## config.mk

```make
export PLATFORM = sky130hd
export DESIGN_NAME = decoder_rr_arbiter
export DESIGN_NICKNAME = d
export VERILOG_FILES = /design/src/rtl/decoder_rr_arbiter.sv
export SDC_FILE = /design/constraint.sdc
export NUM_CORES = 1
export LEC_CHECK = 0
export ABC_AREA = 1
export CAP_MARGIN = 5
export CORE_MARGIN = 3
export CORE_UTILIZATION = 40
export DETAILED_ROUTE_END_ITERATION = 16
export GPL_ROUTABILITY_DRIVEN = 1
export PLACE_DENSITY = 0.59
export SLEW_MARGIN = 20
export SYNTH_ARGS = -nofsm -noshare
export SYNTH_HDL_FRONTEND = slang
export SYNTH_SLANG_ARGS = --single-unit
export TNS_END_PERCENT = 100
```

## constraint.sdc

```tcl
create_clock -name clk -period 2.95 [get_ports clk]
set_input_delay 0.7375 -clock clk [delete_from_list [all_inputs] [get_ports clk]]
set_output_delay 0.7375 -clock clk [all_outputs]
set_load 0.03 [all_outputs]
```

## src/rtl/decoder_rr_arbiter.sv

```systemverilog
// Four-way round-robin arbiter with a per-grant hold limit. Grant, index and
// busy are all registered; gnt is the one-hot decode of idx while busy.
module decoder_rr_arbiter #(
    parameter int MAX_HOLD = 8
) (
    input  logic       clk,
    input  logic       rst,
    input  logic [3:0] req,
    output logic [3:0] gnt,
    output logic [1:0] idx,
    output logic       busy
);

    localparam int CW = $clog2(MAX_HOLD + 1);
    localparam logic [CW-1:0] HOLD_LIM = CW'(MAX_HOLD);

    localparam logic [0:0] ST_IDLE  = 1'b0;
    localparam logic [0:0] ST_GRANT = 1'b1;

    logic [0:0]    state;
    logic [1:0]    ptr;
    logic [CW-1:0] cnt;

    logic [1:0] base;
    logic [1:0] pick;
    logic [1:0] cand;
    logic [3:0] dec;
    logic       any;
    logic       keep;

    // In GRANT the next arbitration always starts one past the current holder,
    // which is exactly the pointer value that gets written on that edge.
    always_comb begin
        base = (state == ST_GRANT) ? idx + 2'd1 : ptr;
        pick = base;
        cand = base;
        for (int i = 3; i >= 0; i--) begin
            cand = base + 2'(i);
            if (req[cand]) pick = cand;
        end
    end

    for (genvar g = 0; g < 4; g++) begin : g_dec
        assign dec[g] = (pick == 2'(g));
    end

    assign any  = |req;
    assign keep = req[idx] && (cnt != HOLD_LIM);

    always_ff @(posedge clk or posedge rst) begin
        if (rst) begin
            state <= ST_IDLE;
            ptr   <= 2'd0;
            idx   <= 2'd0;
            gnt   <= 4'd0;
            busy  <= 1'b0;
            cnt   <= '0;
        end else begin
            case (state)
                ST_IDLE: begin
                    if (any) begin
                        idx   <= pick;
                        gnt   <= dec;
                        busy  <= 1'b1;
                        cnt   <= CW'(1);
                        state <= ST_GRANT;
                    end
                end
                default: begin
                    if (keep) begin
                        cnt <= cnt + CW'(1);
                    end else begin
                        // release or timeout: rotate, then re-arbitrate in the same edge
                        ptr <= idx + 2'd1;
                        if (any) begin
                            idx <= pick;
                            gnt <= dec;
                            cnt <= CW'(1);
                        end else begin
                            gnt   <= 4'd0;
                            busy  <= 1'b0;
                            cnt   <= '0;
                            state <= ST_IDLE;
                        end
                    end
                end
            endcase
        end
    end

endmodule

```

==> qor.yml <==
dp_hpwl_mm: 1.885
holdWs_ns: 0.4846
fillers: 260
final.period_utilization: 0.7719
synthArstFlopShare: 1.000
synth_area_sq_mm: 0.001076
fp.dieArea_sq_mm: 0.003348
rr_worst_depth: 13
r2r-end: "gnt[2]$_DFFE_PP0P_"
die_x_um: 57.87
r2r-start: "state$_DFF_PP0_"
slew_headroom: 0.6330
r2r_slack_ns: 0.92
p_leak_nw: 0.6818
cap_viol_max_count: 0
rsz0062_at_grt: "no"
synth_cells: 157
core_area_sq_mm: 0.002522
path_clk_slew_ns: 0.07
setup_violations: 0
path_class: "reg2out"
tightest_slew_ns: 0.5499
gp_congestion: 0.8364
remaining_drc_errors: 0
synth_edf_count: 0
drt_iter0_markers: 47
vias_per_cell: 5.084
fin_crit_ns: 2.277
cp-endpoint: "idx[0]"
cp-startpoint: "idx[0]$_DFFE_PP0P_"
hold_viol_final: 0
vias: 1027
drtAntennaViolNets: 0
fin_util: 0.4965
outcome: "completed"
ys_seq_area_frac: 0.3256
h-tree-depth: 1
grt_pass1_wl_mm: 3.953
peakVddDrop_mv: 0.6026
clock-sinks: 14
final_max_slew_viol_count: 0
crit_buf_inv: 1
synthToLayoutAreaGrowth_pct: 16.40
layout_common_cells: "53 x nand2_1, 22 x inv_1, 16 x nand3_1"
crit_chain: "clkdlybuf4s50_1"
ys_ff_latch: 14
powerDensity_mw_per_mm2: 1165
synth_ff_type: "dfrtp_1"
nets: 183
synth_area_per_cell_sq_um: 6.854
syn_nets: 166
hold_class: "reg2reg"
numCtsBuffers: 3
drt-wirelength-per-cell_um: 11.64
cp_num_cells: 1
boundaryPins: 13
yosysWarnings: 0
cp.required_ns: 2.21
placementRows: 18
insertion_delay_ns: 0.27
final_layout_size_suffix_gt1_frac: 0.1628
design_area_sq_mm: 0.001252
mostFrequentLayoutCell: "nand2_1"
crit_path_start_kind: "flip-flop"
cts_tree: "done"
ctsHoldBuffers: 0
post-cts-setup-buffers: 0
overflow: 0
clock_skew_ns: 0.002642
start_util: 0.4266
grt.total_usage: 0.1513
path_delay_family: "buffers and inverters"
io_buffers: 12
fin_setup_tns_ns: 0
diodes: 0
netlist-cell-type-count: 21
cp-end-kind: "primary output"
place_area_sq_mm: 0.001230
cpMaxStageDelayCell: "clkdlybuf4s50_1"
slowest_delay_ns: 0.73
crit_fanout: 9
cts-root-buf: "clkbuf_4"
cts_resized: 0
grt_pass1_vias: 1001
arrival_ns: 1.54
fmax_ghz: 0.4392
first_pass_iters: 5
fp.dieH_um: 57.87
grt_max_degree: 15
antenna_found_initial: 0
setup_ws_ns: 0.6730
pre_cts_ws_ns: 0.5226
cts_buffer_depth: 2
finalWirelength_mm: 2.351
-- metal layers --
metal,part of all wire,global-route usage,vias to the layer above
met4,0.037,0.09934,0
met2,0.47,0.2548,22
li1,-,-,534
met3,0.034,0.01336,9
met1,0.46,0.1833,462
met5,0,0,-
-- power by group --
group	internal, mW	switching, mW	total, mW
Sequential	0.269	0.0732	0.342
Combinational	0.365	0.650	1.02
Clock	0.0472	0.0537	0.101
Total	0.682	0.777	1.46
-- final cells by class --
cell class                 count  area [sq um]  share of cell area
timing repair buffer          13         127.6              0.1019
sequential                    14         350.3              0.2797
tap                           30         37.54             0.02997
clock buffer                   3         22.52             0.01798
multi-input combinational    117         620.6              0.4955
inverter                      25         93.84             0.07493
-- cells in the mapped netlist (2+ instances only) --
library cell | number | area (sq um)
o21ai_0 | 7 | 35.03
inv_2 | 3 | 11.26
o21bai_2 | 2 | 22.52
nand3_2 | 5 | 50.05
ha_1 | 3 | 37.54
nand4_1 | 2 | 12.51
nand2_4 | 2 | 22.52
nand3_1 | 16 | 80.08
a21oi_1 | 5 | 25.02
nand2_2 | 9 | 56.30
inv_1 | 22 | 82.58
nand2_1 | 53 | 198.9
nor2_1 | 5 | 18.77
dfrtp_1 | 14 | 350.3
o21ai_2 | 3 | 26.28
-- sequential cells by signal, indices dropped and copies added (netlist names) --
signal / flops
gnt: 4
ptr: 2
state: 1
busy: 1
idx: 2
cnt: 4
-- how the worst min path moves through the flow --
| stage | startpoint | to | slack, ns | depth (start not counted) |
|---|---|---|---|---|
| floorplan | ptr[1]$_DFFE_PP0P_ | ptr[1]$_DFFE_PP0P_ | 0.47 | 2 |
| global placement | busy$_DFFE_PP0P_ | busy$_DFFE_PP0P_ | 0.47 | 2 |
| detailed placement | gnt[2]$_DFFE_PP0P_ | gnt[2]$_DFFE_PP0P_ | 0.47 | 2 |
| CTS | gnt[2]$_DFFE_PP0P_ | gnt[2]$_DFFE_PP0P_ | 0.49 | 2 |
| global route | busy$_DFFE_PP0P_ | busy$_DFFE_PP0P_ | 0.51 | 2 |
| finish | gnt[2]$_DFFE_PP0P_ | gnt[2]$_DFFE_PP0P_ | 0.48 | 2 |
-- through the flow --
step / total power [mW] / instances
detailed placement: 1.362 / 199
global placement: 1.339 / 199
global route: 1.614 / 202
CTS: 1.471 / 202
finish: 1.459 / 202
floorplan: 1.124 / 157
-- cell families after synthesis --
family | Yosys count | share of synthesized area
buffers and inverters | 26 | 0.09767
adders and majority gates | 3 | 0.03489
AOI/OAI and AO/OA | 18 | 0.1070
and+or+nand+nor | 95 | 0.4268
xor gates and xnor gates | 1 | 0.008141
DFF | 14 | 0.3256
(Power assumes the default switching activity.)
